### src/rtl/piso_pkg.sv
// Shared types and sizing helpers for the PISO frame serializer.
package piso_pkg;

    typedef enum logic [1:0] {
        IDLE,
        SHIFT,
        LATCH,
        GAP_WAIT
    } state_t;

    localparam int FRAME_CNT_W = 16;

    function automatic int bit_cnt_w(input int width);
        return (width > 1) ? $clog2(width) : 1;
    endfunction

endpackage

### src/rtl/piso_hold_reg.sv
// One-word holding register with a full flag; a write takes priority over a read.
module piso_hold_reg #(
    parameter int WIDTH = 8
) (
    input  logic             clk,
    input  logic             rst,
    input  logic             i_wr,
    input  logic             i_rd,
    input  logic [WIDTH-1:0] i_data,
    output logic             o_full,
    output logic [WIDTH-1:0] o_data
);

    logic             r_full;
    logic [WIDTH-1:0] r_data;

    always_ff @(posedge clk or negedge rst) begin
        if (!rst) begin
            r_full <= 1'b0;
            r_data <= '0;
        end else if (i_wr) begin
            r_full <= 1'b1;
            r_data <= i_data;
        end else if (i_rd) begin
            r_full <= 1'b0;
        end
    end

    assign o_full = r_full;
    assign o_data = r_data;

endmodule

### src/rtl/piso_frame_serializer.sv
// Parallel-in/serial-out frame serializer: shifts a word out on SI, then strobes latch.
// Optional build macro PISO_SKID_EN adds a one-word skid register for back-to-back frames.
module piso_frame_serializer
    import piso_pkg::*;
#(
    parameter int WIDTH     = 8,
    parameter bit MSB_FIRST = 1'b1,
    parameter int GAP       = 0
) (
    input  logic                   clk,
    input  logic                   rst,
    input  logic [WIDTH-1:0]       in_data,
    input  logic                   in_valid,
    output logic                   in_ready,
    output logic                   SI,
    output logic                   latch,
    output logic                   busy,
    output logic [FRAME_CNT_W-1:0] frame_cnt
);

    localparam int               CNT_W    = bit_cnt_w(WIDTH);
    localparam logic [CNT_W-1:0] LAST_BIT = CNT_W'(WIDTH - 1);
    localparam logic [3:0]       GAP_LAST = 4'((GAP > 0) ? (GAP - 1) : 0);

    state_t                   r_state;
    state_t                   w_state_nxt;
    logic [WIDTH-1:0]         r_sr;
    logic [CNT_W-1:0]         r_bit_cnt;
    logic [3:0]               r_gap_cnt;
    logic                     r_si;
    logic                     r_latch;
    logic                     r_up;
    logic [FRAME_CNT_W-1:0]   r_frame_cnt;

    logic                     w_accept;
    logic                     w_pending;
    logic                     w_load;
    logic [WIDTH-1:0]         w_load_word;
    logic                     w_load_first;
    logic [WIDTH-1:0]         w_load_rest;
    logic                     w_sr_first;
    logic [WIDTH-1:0]         w_sr_rest;

`ifdef PISO_SKID_EN
    logic                     w_hold_full;
    logic [WIDTH-1:0]         w_hold_data;
    logic                     w_hold_wr;
    logic                     w_hold_rd;

    assign in_ready    = r_up & ~w_hold_full;
    assign w_accept    = in_valid & in_ready;
    // Idle with an empty holder bypasses straight into the shifter; otherwise words queue here.
    assign w_hold_wr   = w_accept & (r_state != IDLE);
    assign w_hold_rd   = w_load & w_hold_full;
    assign w_pending   = w_hold_full | ((r_state == IDLE) & w_accept);
    assign w_load_word = w_hold_full ? w_hold_data : in_data;

    piso_hold_reg #(
        .WIDTH (WIDTH)
    ) u_hold (
        .clk    (clk),
        .rst    (rst),
        .i_wr   (w_hold_wr),
        .i_rd   (w_hold_rd),
        .i_data (in_data),
        .o_full (w_hold_full),
        .o_data (w_hold_data)
    );
`else
    assign in_ready    = r_up & (r_state == IDLE);
    assign w_accept    = in_valid & in_ready;
    assign w_pending   = w_accept;
    assign w_load_word = in_data;
`endif

    always_comb begin
        if (MSB_FIRST) begin
            w_load_first = w_load_word[WIDTH-1];
            w_load_rest  = {w_load_word[WIDTH-2:0], 1'b0};
            w_sr_first   = r_sr[WIDTH-1];
            w_sr_rest    = {r_sr[WIDTH-2:0], 1'b0};
        end else begin
            w_load_first = w_load_word[0];
            w_load_rest  = {1'b0, w_load_word[WIDTH-1:1]};
            w_sr_first   = r_sr[0];
            w_sr_rest    = {1'b0, r_sr[WIDTH-1:1]};
        end
    end

    always_ff @(posedge clk or negedge rst) begin
        if (!rst) begin
            r_state <= IDLE;
        end else begin
            r_state <= w_state_nxt;
        end
    end

    always_comb begin
        w_state_nxt = r_state;
        w_load      = 1'b0;
        case (r_state)
            IDLE: begin
                if (w_pending) begin
                    w_state_nxt = SHIFT;
                    w_load      = 1'b1;
                end
            end
            SHIFT: begin
                if (r_bit_cnt == LAST_BIT) begin
                    w_state_nxt = LATCH;
                end
            end
            LATCH: begin
                if (GAP > 0) begin
                    w_state_nxt = GAP_WAIT;
                end else if (w_pending) begin
                    w_state_nxt = SHIFT;
                    w_load      = 1'b1;
                end else begin
                    w_state_nxt = IDLE;
                end
            end
            GAP_WAIT: begin
                if (r_gap_cnt == GAP_LAST) begin
                    if (w_pending) begin
                        w_state_nxt = SHIFT;
                        w_load      = 1'b1;
                    end else begin
                        w_state_nxt = IDLE;
                    end
                end
            end
            default: w_state_nxt = IDLE;
        endcase
    end

    // SI is registered, so the first bit is driven on the load edge itself.
    always_ff @(posedge clk or negedge rst) begin
        if (!rst) begin
            r_sr        <= '0;
            r_bit_cnt   <= '0;
            r_gap_cnt   <= '0;
            r_si        <= 1'b0;
            r_latch     <= 1'b0;
            r_up        <= 1'b0;
            r_frame_cnt <= '0;
        end else begin
            r_up    <= 1'b1;
            r_si    <= 1'b0;
            r_latch <= 1'b0;
            if (w_load) begin
                r_si      <= w_load_first;
                r_sr      <= w_load_rest;
                r_bit_cnt <= '0;
            end else if (r_state == SHIFT) begin
                r_bit_cnt <= r_bit_cnt + 1'b1;
                if (r_bit_cnt == LAST_BIT) begin
                    r_latch     <= 1'b1;
                    r_frame_cnt <= r_frame_cnt + 1'b1;
                end else begin
                    r_si <= w_sr_first;
                    r_sr <= w_sr_rest;
                end
            end
            if (r_state == GAP_WAIT) begin
                r_gap_cnt <= r_gap_cnt + 1'b1;
            end else begin
                r_gap_cnt <= '0;
            end
        end
    end

    assign SI        = r_si;
    assign latch     = r_latch;
    assign busy      = (r_state != IDLE);
    assign frame_cnt = r_frame_cnt;

endmodule

### config.mk
export PLATFORM = sky130hd
export DESIGN_NAME = piso_frame_serializer
export DESIGN_NICKNAME = d
export VERILOG_FILES = /design/src/rtl/piso_pkg.sv /design/src/rtl/piso_hold_reg.sv /design/src/rtl/piso_frame_serializer.sv
export SDC_FILE = /design/constraint.sdc
export NUM_CORES = 1
export LEC_CHECK = 0
export CORE_UTILIZATION = 50
export CTS_CLUSTER_SIZE = 40
export DETAILED_ROUTE_END_ITERATION = 12
export PLACE_DENSITY = 0.89
export SYNTH_ARGS = -nofsm -noshare
export SYNTH_HDL_FRONTEND = slang
export SYNTH_SLANG_ARGS = --single-unit
### constraint.sdc
create_clock -name clk -period 4.6 [get_ports clk]
set_input_delay 0.69 -clock clk [delete_from_list [all_inputs] [get_ports clk]]
set_output_delay 0.69 -clock clk [all_outputs]
set_load 0.02 [all_outputs]
==> impl_results.md, run 1 <==
* Clk slew on worst S/H paths at between 100 and 150 ps
* # DRC at 2
* Predominant post-synthesis flop cell: dfrtp_1
* Placed cell count at approximately 190
* # hold bufs at CTS at 0
* Max-cap violations at 0
* Final WS setup at between 2000 and 2500 ps
* Top cells by count, synth: 35 x dfrtp_1, 12 x xnor2_1, 10 x nand2_1
* Vias in the first global route at 1122
* Failing checks: DRC
* ANT cells at 0
* Cell count after synthesis at between 100 and 150
* Clock root cell: clkbuf_4
* Rows at 19
* Starting Density at between 50% and 60%
* Total CTS buffers at 5
* Largest net degree at the start of global routing at 36
* WP data arrival at 1710 ps
* Number of DRC markers in iteration 0 at about 50
* Pleak at 0.970 nW
* First-pass GRT wire length at 5.18 mm
* Post-route insts no fill at around 200
* Critical Path Source Type: flip-flop
* H-tree levels at 2
* Synth async-reset ratio at between 90% and 100%
* Required time of the critical path at between 3000 and 4000 ps
* Post-synth cell types at 33
* CTS tree: built
* RSZ-0062 raised after global routing: false
* Worst Path Max Fanout at 8
* Boundary Pins at 31
* Post-synth top area share at between 50% and 60%
* Flops & latches, synth at 35
* Actual slew at the worst max-slew pin at roughly 760 ps
* WL final at slightly above 3 mm
* Mapped Avg Cell Area at about 12 sq um
* Synth top area cells: dfrtp_1 56%, xnor2_1 6.7%, ha_1 4.0%
* Pwr Density at 495 mW/mm^2
* Hold EP: frame_cnt[15]
* Gr ovfl total at 0
* Syn Std Cell Area at 0.00156 sq mm
* Setup TNS at 0 ps
* Crit share post-route at around 52%
* Top-count cell post-synth: dfrtp_1
* Worst Skew at approximately 9.4 ps
* Hold_sp: frame_cnt[15]
* Vias/cell at between 5 and 6
* Yosys top cell by area: dfrtp_1
* Hold Path Depth at 1
* NumNets Final at 180
* Outcome: finished with violations
* Area growth, synth to finish at 27.4%
* Fin crit period at 2400 ps
* CP endpoint kind: primary output
* Syn nets at 145
* Peak VDD IR at 0.309 mV
* DRT Pass-1 Iters at 8
* Die Height at just under 60 um
* HPWL after detailed placement at ~2.2 mm
* Wire per inst at 15.6 um
* Final instance area at 0.00199 sq mm
* # Post-CTS Setup Buffers at 0
* Rel. slew slack at about half
* Die width at 57.9 um
* Maximum clock frequency at between 0.4 and 0.5 GHz
* Sequential share of the synthesized area at between 50 and 60%
* Final Hold Vio Count at 0
* Core Region at between 0.002 and 0.003 sq mm
* Final setup fails at 0
* Initial antenna violation count at 0
* Hold crit path type: flip-flop to flip-flop
* Critical R2R Launch: r_bit_cnt[0]
* DP Area at approximately 0.0019 sq mm
* Vias at roughly 1100
* # resized after CTS at 0
* WS Path Type: flip-flop to primary output
* Number of flops mapped to enable cells by yosys at 0
* GPL Wtd Cong at between 0.7 and 0.8
* Clk Latency, worst-skew pair at about 350 ps
* Die Footprint at about 0.0034 sq mm
* CTS max path bufs at 2
* Total GRT Usage at 21.4%
* Slew Limit Fails at 0
* Dpl ws at between 2000 and 2500 ps
* # port buffers at 30
* R2R Setup Slk at 2620 ps
* Post-layout util at 69.8%
* Worst r2r dst: frame_cnt[12]
* DRT antenna net count at 0
* Num Clock Sinks at 35
* Path depth of the worst reg2reg path at 6
* Syn. warnings at 0
* Layout cells sized above 1 at ~10%
-- layout make-up --
cell class / count / area (sq um)
Clock buffer: 6 / 41.3
Multi-Input combinational cell: 88 / 656
Timing Repair Buffer: 31 / 308
Sequential cell: 35 / 876
Inverter: 3 / 11.3
Tap cell: 31 / 38.8
Fill cell: 211 / 862
Clock inverter: 2 / 60.1
-- stage by stage --
step,power (W),hold WS [ps]
finish,0.000985,479
global route,0.00104,507
CTS,0.000993,486
detailed placement,0.000718,470
global placement,0.000693,461
floorplan,0.000614,394
-- per-layer routing --
layer	vias up	GRT usage [%]	share of wire [%]
met5	-	0	0
met4	0	10.2	2.4
met3	9	8.04	5.9
met2	28	32.3	49
met1	536	27.3	43
li1	513	-	-
-- kinds of logic (layout without fill, tap and decap cells) --
logic type | count (synthesis) | after routing | share of synthesized area [%]
AOI/OAI and AO/OA | 16 | 16 | 7.61
xor gates and xnor gates | 18 | 18 | 10.1
adders and majority gates | 5 | 5 | 4.00
buffers and inverters | 6 | 42 | 2.00
DFF | 35 | 35 | 56.0
muxes | 4 | 4 | 2.56
other | 1 | 1 | 0.240
and+or+nand+nor | 44 | 44 | 17.5
-- critical path, cell delays in order, from the launching register on --
cell	delay [ps]
dfrtp_1	500
nor3b_2	240
clkdlybuf4s50_1	640
-- power breakdown --
group,switching [W],internal (W)
Clock,0.000104,0.000170
Combinational,0.000148,0.000139
Sequential,0.0000556,0.000369
Total,0.000307,0.000678
-- worst max path at each step --
stage          cells past startpoint          from       endpoint  slack, ps
6_report                           2    r_state[0]       in_ready       2200
3_5_place_dp                       4      in_valid        r_sr[5]       2370
3_3_place_gp                       4      in_valid        r_sr[2]       2440
2_1_floorplan                      6  r_bit_cnt[0]  frame_cnt[12]       2900
4_1_cts                            2    r_state[0]       in_ready       2180
5_1_grt                            2    r_state[0]       in_ready       2070
-- registers in the layout (all words and copies together) (netlist names) --
signal and cells:
r_sr 7, SI 1, r_gap_cnt 4, r_bit_cnt 3
r_state 2, r_up 1, frame_cnt 16, latch 1
-- placed cells by master, fill, tap and decap left out --
| cell | n |
|---|---|
| dfrtp_1 | 35 |
| clkdlybuf4s50_1 | 30 |
| xnor2_1 | 12 |
| nand2_1 | 10 |
| nor2_1 | 7 |
| nand3_1 | 6 |
| xor2_1 | 6 |
| a22o_1 | 6 |
| a21o_1 | 5 |
| ha_1 | 5 |
| clkbuf_4 | 5 |
| mux2i_1 | 4 |
| nand4_1 | 4 |
| o21ai_0 | 4 |
| inv_1 | 3 |
| and3_1 | 3 |
| bufinv_16 | 2 |
| and3_2 | 1 |
| or2_2 | 1 |
| nor3b_2 | 1 |
| and2_0 | 1 |
| nand2b_1 | 1 |
| nor2_4 | 1 |
| nand3b_4 | 1 |
| nor3b_1 | 1 |
| a21o_2 | 1 |
| nand4b_1 | 1 |
| nor3_2 | 1 |
| and2_1 | 1 |
| nor4_4 | 1 |
| nor3_1 | 1 |
| nor2_2 | 1 |
| clkbuf_1 | 1 |
| buf_4 | 1 |
| conb_1 | 1 |
Power figures use the tool's default switching activity.
==> inputs of run 2 (changes only) <==
- clock period: 4.6 -> 2.35 ns (I/O delays scaled with it)
==> impl_results.md, run 2 (synthesized netlist as in run 1, its figures left out) <==
* Outcome: finished with violations
* Failing checks: DRC
* Total power at approximately 0.0017 W
* Final instance area at 0.00195 sq mm
* WS Path Type: flip-flop to primary output
* Final setup fails at 0
* Maximum clock frequency at around 0.5 GHz
* Clk Latency, worst-skew pair at around 340 ps
* CTS max path bufs at 2
* DRT antenna net count at 0
* Layout cells sized above 1 at a little over a tenth
* Die Footprint at ~0.0034 sq mm
* Footprint of the multi-input gates at around 660 sq um
* Worst Skew at 4.33 ps
* Largest net degree at the start of global routing at 36
* WP data arrival at between 1500 and 2000 ps
* Clk slew on worst S/H paths at approximately 100 ps
* Boundary Pins at 31
* First-pass GRT wire length at around 5.2 mm
* Total CTS buffers at 5
* Peak VDD IR at roughly 0.60 mV
* # port buffers at 30
* Vias in the first global route at about 1100
* Max-cap violations at 0
* Worst Path Max Fanout at 8
* # resized after CTS at 0
* H-tree levels at 2
* Setup TNS at 0 ps
* DRT Pass-1 Iters at 8
* Area growth, synth to finish at 25.0%
* Fin crit period at about 2100 ps
* Starting Density at between 50 and 60%
* HPWL after detailed placement at between 2 and 2.5 mm
* Pint at between 0.001 and 0.0015 W
* ANT cells at 0
* Share of power burned in registers at about half
* Commonest non-fill, non-tap cells in the layout: 35 x dfrtp_1, 30 x clkdlybuf4s50_1, 12 x xnor2_1
* Critical Path Source Type: flip-flop
* FF+latch area at between 800 and 900 sq um
* # hold bufs at CTS at 0
* Required time of the critical path at around 2000 ps
* CTS tree: built
* Hold crit path type: input port to async pin
* Pleak at about 0.96 nW
* Sw frac at about a third
* Vias at approximately 1100
* Slowest stage cell, crit path: clkdlybuf4s50_1
* CP endpoint kind: primary output
* Wire per inst at around 16 um
* RSZ-0062 raised after global routing: false
* Slew Limit Fails at 0
* WL final at 3.04 mm
* Num Clock Sinks at 35
* Most common cell after layout, fill and taps aside: dfrtp_1
* Worst path cell trace: or2_2 > clkdlybuf4s50_1
* Filler Cell Count at 225
* Combinational group share of total power at 32.7%
* Final Hold Vio Count at 0
* Clock root cell: clkbuf_4
* DP Area at roughly 0.0019 sq mm
* Total GRT Usage at between 20% and 30%
* Initial antenna violation count at 0
* Die Height at just under 60 um
* Gr ovfl total at 0
* Core Region at 0.00285 sq mm
* NumNets Final at 181
* Cell family with the largest share of critical-path delay: buffers and inverters
* # Post-CTS Setup Buffers at 0
* GPL Wtd Cong at ~0.81
* CP bufs+invs at 1
* Crit share post-route at between 80% and 90%
* Switching power total at a little under 0.0006 W
* Die width at approximately 58 um
* Largest register FFs at 16
* Vias/cell at ~5.4
* Clk pwr share at a little under a fifth
* Number of DRC markers in iteration 0 at 33
* Rows at 19
* # DRC at 2
* Slowest stage delay, CP at 540 ps
* Pwr Density at approximately 880 mW/mm^2
==> run 2: cell count changes in the layout (fill, tap and decap cells not counted) <==
cell,change
clkbuf_1,-1
clkbuf_8,+1
bufinv_16,-2
buf_4,+1
clkinv_2,+1
==> run 2: cell type report <==
cell class	instances	share of cell area, %
Clock buffer	6	2.63
Clock inverter	1	0.256
Inverter	3	0.577
Multi-Input combinational cell	88	33.6
Sequential cell	35	44.8
Tap cell	31	1.99
Timing Repair Buffer	32	16.1
==> run 2: worst paths after layout <==
check                         startpoint             to  slack [ps]  cells after the start
setup / recovery              r_state[1]           busy         300                      2
hold / removal                       rst             SI         420                      2
setup reg to reg            r_bit_cnt[0]  frame_cnt[12]         450                      6
hold reg to reg            frame_cnt[15]  frame_cnt[15]         480                      1
max in group asynchronous            rst   frame_cnt[7]        1620                      2
min in group clk           frame_cnt[15]  frame_cnt[15]         480                      1
==> run 2: power groups by stage <==
| stage | clock network, W | logic (W) | registers (W) |
|---|---|---|---|
| 2_1_floorplan | 0 | 0.000351 | 0.000851 |
| 3_3_place_gp | 0 | 0.000538 | 0.000829 |
| 3_5_place_dp | 0 | 0.000568 | 0.000845 |
| 4_1_cts | 0.000336 | 0.000572 | 0.000835 |
| 5_1_grt | 0.000364 | 0.000625 | 0.000849 |
| 6_report | 0.000327 | 0.000565 | 0.000833 |
==> run 2: stage by stage <==
stage	std cells	worst slack [ps]	hold slack [ps]	util [%]
3_3_place_gp	189	526	463	66.5
6_report	196	298	417	68.5
5_1_grt	196	188	444	68.5
3_5_place_dp	189	449	467	66.5
2_1_floorplan	129	645	56.9	-
4_1_cts	196	279	428	68.5
==> run 2: routing by layer <==
metal	track usage (%)	wire length (um)	part of all wire [%]
met1	26.9	1330	44
met2	34.5	1480	49
met3	7.14	182	6.0
met4	6.12	53	1.7
met5	0	0	0
==> RTL change 1 (flow settings as in run 2) <==
Re-encode `state_t` (4 states) as one-hot, 4 bits wide.
--- a/src/rtl/piso_pkg.sv
+++ b/src/rtl/piso_pkg.sv
@@ -1,11 +1,11 @@
 // Shared types and sizing helpers for the PISO frame serializer.
 package piso_pkg;
 
-    typedef enum logic [1:0] {
-        IDLE,
-        SHIFT,
-        LATCH,
-        GAP_WAIT
+    typedef enum logic [3:0] {
+        IDLE     = 4'b0001,
+        SHIFT    = 4'b0010,
+        LATCH    = 4'b0100,
+        GAP_WAIT = 4'b1000
     } state_t;
 
     localparam int FRAME_CNT_W = 16;
Function: no difference found for any inputs over 10 cycles, from zero or initial values and one cycle with rst low; not proved beyond that.
==> RTL change 1 against run 2 <==
Sequential cell count down 3; clock skew is 0.0065 ns higher; wire length is 19% lower; synthesized area decreased by 12%; fmax fell by 1.6%; setup slack worse by 0.033 ns; cell area shrank 7.0%; register-to-register slack lost 0.08 ns; final cell count down 6.1%; critical path depth unchanged.
Power is not compared: it rests on default switching activity, and its combinational part moved more than twofold at a synthesized area within 25%.
==> RTL change 1: results (changes against run 2) <==
----------------------------------------------------
[GRT]
  Pin count of the biggest net entering global routing ... 33 (was 36)
  Number of antenna violations at the first check in global routing ... 0 (unchanged)
  All-layer global routing usage ... 20.1% (was 21.1%)
  Vias in the first global route ... 896 (was 1125)
  First-pass GRT wire length ... 3950 µm (was 5240 µm)

[Synth]
  Cell variety after synth ... 28 (was 33)
  Total of warnings raised by yosys ... 0 (unchanged)
  Net count of the mapped netlist ... 131 (was 145)
  Fraction of the mapped netlist area in adder cells ... 2.72% (was 4.00%)
  Sequential element share of the synthesized area ... 58.1% (was 56.0%)
  Synth Area in Compound Gates ... 8.42% (was 7.61%)
  Dominant cells by area after synthesis ... sky130_fd_sc_hd__dfrtp_1 56%, sky130_fd_sc_hd__xnor2_1 6.3%, sky130_fd_sc_hd__a22o_1 4.4%, sky130_fd_sc_hd__xor2_1 3.8%, sky130_fd_sc_hd__a21o_1 3.3% (was sky130_fd_sc_hd__dfrtp_1 56%, sky130_fd_sc_hd__xnor2_1 6.7%, sky130_fd_sc_hd__ha_1 4.0%, sky130_fd_sc_hd__a22o_1 3.4%, sky130_fd_sc_hd__xor2_1 3.4%)
  Multiplexer area fraction after synthesis ... 1.45% (was 2.56%)
  Synth Area in XOR/XNOR ... 10.1% (about the same)
  Most instantiated cells after synthesis ... 31 x sky130_fd_sc_hd__dfrtp_1, 10 x sky130_fd_sc_hd__xnor2_1, 9 x sky130_fd_sc_hd__nand2_1 (was 35 x sky130_fd_sc_hd__dfrtp_1, 12 x sky130_fd_sc_hd__xnor2_1, 10 x sky130_fd_sc_hd__nand2_1)

[Cells and area]
  Nets ... 167 (was 181)
  Layout cell share with drive strength beyond 1 ... 9.74% (was 10.9%)
  Total of fill cells in the finished design ... 200 (was 225)
  Max FFs per register ... 16 (unchanged)
  Synth-to-layout area growth ... 31.4% (was 25.0%)

[Placement]
  Detailed placement HPWL ... 1860 µm (was 2270 µm)
  GPL Wtd Cong ... 0.760 (was 0.815)
  Area post-placement ... 1720 µm² (was 1900 µm²)

[Worst setup path]
  WP data arrival ... 1.73 ns (was 1.70 ns)
  Crit Path Max Fanout ... 5 (was 8)

[Run status]
  Run status ... finished, final reports clean (was complete, but fails checks)

[Routing]
  Length of the first detailed-routing pass in iterations ... 4 (was 8)
  Vias ... 997 (was 1054)

[Timing]
  Worst Clk Skew ... 0.0109 ns (was 0.00433 ns)

[Clocking]
  Post-cts sizing count ... 0 (unchanged)

----------------------------------------------------
RTL change 1: cell types whose count changed in the layout (fill, tap and decap cells not counted), moves of 2 or more:
cell / run 2 / this run
sky130_fd_sc_hd__xnor2_1: 12 / 10
sky130_fd_sc_hd__o21ai_0: 4 / 2
sky130_fd_sc_hd__dfrtp_1: 35 / 31
sky130_fd_sc_hd__ha_1: 5 / 3
sky130_fd_sc_hd__mux2i_1: 4 / 2
RTL change 1: per-layer routing:
metal  up-vias  wire, µm  GRT usage [%]
met5         -         0              0
met4         0        49           8.97
met3         7       147           9.17
met2        30      1130           30.3
met1       483      1120           24.4
li1        477         -              -
RTL change 1: logic make-up after synthesis:
kind of cell,count (synthesis)
AOI/OAI and AO/OA,15
xor gates and xnor gates,16
adders and majority gates,3
buffers and inverters,7
DFF,32
muxes,2
other,1
and+or+nand+nor,41
RTL change 1: layout make-up:
class / instances / share of cell area [%]
Multi-Input combinational cell: 78 / 30.3
Sequential cell: 32 / 44.2
Clock buffer: 7 / 3.58
Timing Repair Buffer: 32 / 17.4
Inverter: 4 / 0.827
Tap cell: 30 / 2.07
Clock inverter: 1 / 1.65
RTL change 1: power groups by stage:
stage	Combinational (W)	Sequential (W)	Clock [W]
after floorplan	0.0000780	0.000638	0
after global placement	0.000130	0.000641	0
after detailed placement	0.000139	0.000644	0
after CTS	0.000139	0.000634	0.000481
after global routing	0.000151	0.000640	0.000503
final	0.000136	0.000634	0.000466
RTL change 1: critical path, stage by stage, from the launching register on:
cell and delay (ns):
sky130_fd_sc_hd__dfstp_2 0.57, sky130_fd_sc_hd__and4bb_2 0.25, sky130_fd_sc_hd__clkdlybuf4s50_1 0.60
RTL change 1: worst paths after layout:
check | slack, ns | startpoint | to | cells after the start
max | 0.26 | r_state[0] | in_ready | 2
min | 0.41 | rst | frame_cnt[5] | 2
max in group asynchronous | 1.62 | rst | r_state[0] | 2
min in group clk | 0.49 | r_sr[4] | r_sr[4] | 1
max reg2reg | 0.37 | r_bit_cnt[0] | frame_cnt[13] | 6
min reg2reg | 0.49 | r_sr[4] | r_sr[4] | 1
RTL change 1: metrics by stage:
step | std cells | setup WS, ns
after floorplan | 117 | 0.527
after global placement | 176 | 0.394
after detailed placement | 176 | 0.344
after CTS | 184 | 0.245
after global routing | 184 | 0.186
final | 184 | 0.265
==> RTL change 2 (flow settings as in run 2) <==
Without the edit above. Build with the macro `PISO_SKID_EN` defined.
--- a/src/rtl/piso_frame_serializer.sv
+++ b/src/rtl/piso_frame_serializer.sv
@@ -1,5 +1,7 @@
 // Parallel-in/serial-out frame serializer: shifts a word out on SI, then strobes latch.
 // Optional build macro PISO_SKID_EN adds a one-word skid register for back-to-back frames.
+`define PISO_SKID_EN
+
 module piso_frame_serializer
     import piso_pkg::*;
 #(
Check against the original RTL: not equivalent (a bounded check fails within 4 cycles, from zero or initial values and one cycle with rst low).
==> RTL change 2 against run 2 <==
First-iteration DRC count increased by 120%; sequential cell count grew 9; final cell count up 31%; cell area rose by 29%; power grew 46%; combinational power rose by 55%; wire length grew 23%; setup slack worse by 0.017 ns; synthesized area increased by 34%; largest cell class unchanged; largest power group unchanged; highest routed layer unchanged.
==> RTL change 2: results (changes against run 2) <==
----------------------------------------------------
[Run status]
  Run status ... finished, final reports clean (was complete, but fails checks)

[Placement]
  Number of cells after detailed placement ... 248 (was 189)
  GPL Wtd Cong ... 0.763 (was 0.815)
  Detailed placement HPWL ... 2670 µm (was 2270 µm)
  Post-placement setup slack ... 0.518 ns (was 0.449 ns)

[Synth]
  Net count of the mapped netlist ... 188 (was 145)
  Mean post-synth cell area ... 12.2 µm² (was 12.1 µm²)
  Cell variety after synth ... 41 (was 33)
  Dominant cells by area after synthesis ... sky130_fd_sc_hd__dfrtp_1 53%, sky130_fd_sc_hd__mux2_2 4.8%, sky130_fd_sc_hd__xnor2_1 4.2%, sky130_fd_sc_hd__mux2i_1 3.3%, sky130_fd_sc_hd__ha_1 3.0% (was sky130_fd_sc_hd__dfrtp_1 56%, sky130_fd_sc_hd__xnor2_1 6.7%, sky130_fd_sc_hd__ha_1 4.0%, sky130_fd_sc_hd__a22o_1 3.4%, sky130_fd_sc_hd__xor2_1 3.4%)
  Most instantiated cells after synthesis ... 44 x sky130_fd_sc_hd__dfrtp_1, 15 x sky130_fd_sc_hd__nand2_1, 11 x sky130_fd_sc_hd__nand3_1 (was 35 x sky130_fd_sc_hd__dfrtp_1, 12 x sky130_fd_sc_hd__xnor2_1, 10 x sky130_fd_sc_hd__nand2_1)
  Sequential element share of the synthesized area ... 52.6% (was 56.0%)

[GRT]
  Vias in the first global route ... 1426 (was 1125)
  Pin count of the biggest net entering global routing ... 30 (was 36)
  All-layer global routing usage ... 19.8% (was 21.1%)

[Worst setup path]
  Minimum setup slack among reg-to-reg paths ... 0.65 ns (was 0.45 ns)
  Endpoint of the worst-slack reg-to-reg timing path ... frame_cnt[13] (was frame_cnt[12])
  Start point of the critical path ... r_state[0] (was r_state[1])
  Crit-path slowest cell ... sky130_fd_sc_hd__dfrtp_1 (was sky130_fd_sc_hd__clkdlybuf4s50_1)
  Crit Path Max Fanout ... 11 (was 8)
  WP data arrival ... 1.72 ns (was 1.70 ns)

[Routing]
  Detailed-routed wire length on met2 ... 1800 µm (was 1480 µm)
  Vias ... 1401 (was 1054)
  Final wirelength ... 3730 µm (was 3040 µm)
  Sum of met3 wire segment lengths after detailed routing ... 173 µm (was 182 µm)
  Length of the first detailed-routing pass in iterations ... 4 (was 8)
  Detailed router's first-iteration violation count ... 71 (was 33)
  Post-Route M1 WL ... 1690 µm (was 1330 µm)

[Clocking]
  Skew-Pair Late Insertion Delay ... 0.30 ns (was 0.34 ns)
  Clock transition at the register clock pins on the worst setup and hold paths after CTS ... 0.08 ns (was 0.10 ns)
  Clock root buffer master ... sky130_fd_sc_hd__clkbuf_8 (was sky130_fd_sc_hd__clkbuf_4)

[Power and ir drop]
  P_leak ... 1.15 nW (was 0.957 nW)
  Largest vdd supply drop ... 0.527 mV (was 0.604 mV)

[Cells and area]
  Nets ... 222 (was 181)

[Timing]
  Worst-case setup margin in the final layout ... 0.282 ns (was 0.298 ns)
  Worst Hold Slack ... 0.482 ns (was 0.417 ns)
  Worst Clk Skew ... 0.00984 ns (was 0.00433 ns)

----------------------------------------------------
[RTL change 2: cell types whose count changed after synthesis, sizes merged, moves of 5 or more]
cell | before | now
mux2 | 0 | 10
dfrtp | 35 | 44
a21o | 6 | 0
nand2 | 10 | 15
nand3 | 6 | 11
o211ai | 0 | 5
[RTL change 2: cells by family after synthesis]
logic type / Yosys count / synth area share, %
flip-flops: 44 / 52.6
XOR/XNOR: 17 / 7.11
AND/OR/NAND/NOR: 60 / 18.7
buffers and inverters: 11 / 3.35
AO/OA/AOI/OAI: 17 / 6.21
adder cells (fa/ha/maj): 5 / 2.99
other: 1 / 0.179
multiplexers: 17 / 8.90
[RTL change 2: per-stage QoR]
stage	instance area (µm²)	power (W)
CTS	2520	0.00253
global route	2520	0.00269
floorplan	2090	0.00179
detailed placement	2420	0.00203
global placement	2420	0.00198
finish	2520	0.00251
[RTL change 2: layer usage]
metal,up-vias,track usage [%]
li1,662,-
met1,692,24.2
met2,39,32.1
met3,8,5.82
met4,0,8.78
met5,-,0
[RTL change 2: cell type report]
type	count	area, µm²
multi-input cells	117	923
repair buffers	33	320
fillers	346	1480
clock inverters	2	15.0
flip-flops and latches	44	1100
clock buffers	6	82.6
inverters	5	18.8
well taps	50	62.6
[RTL change 2: worst max-delay path: cells and delay by family (launching register included)]
kind	cells	cell delay, ns
flops	1	0.64
buf+inv	2	0.67
simple gates	1	0.11
[RTL change 2: power by group]
group	switching (W)	leakage [nW]	internal, W
Sequential	0.000178	0.570	0.000967
Combinational	0.000432	0.533	0.000443
Clock	0.000254	0.0434	0.000238
Total	0.000863	1.15	0.00165
[RTL change 2: repair_timing]
item                                   in CTS  in global routing
endpoints found under the hold margin      15                  0
setup endpoints to repair                   0                  0
setup buffers                               0                  0
hold buffers                                1                  0
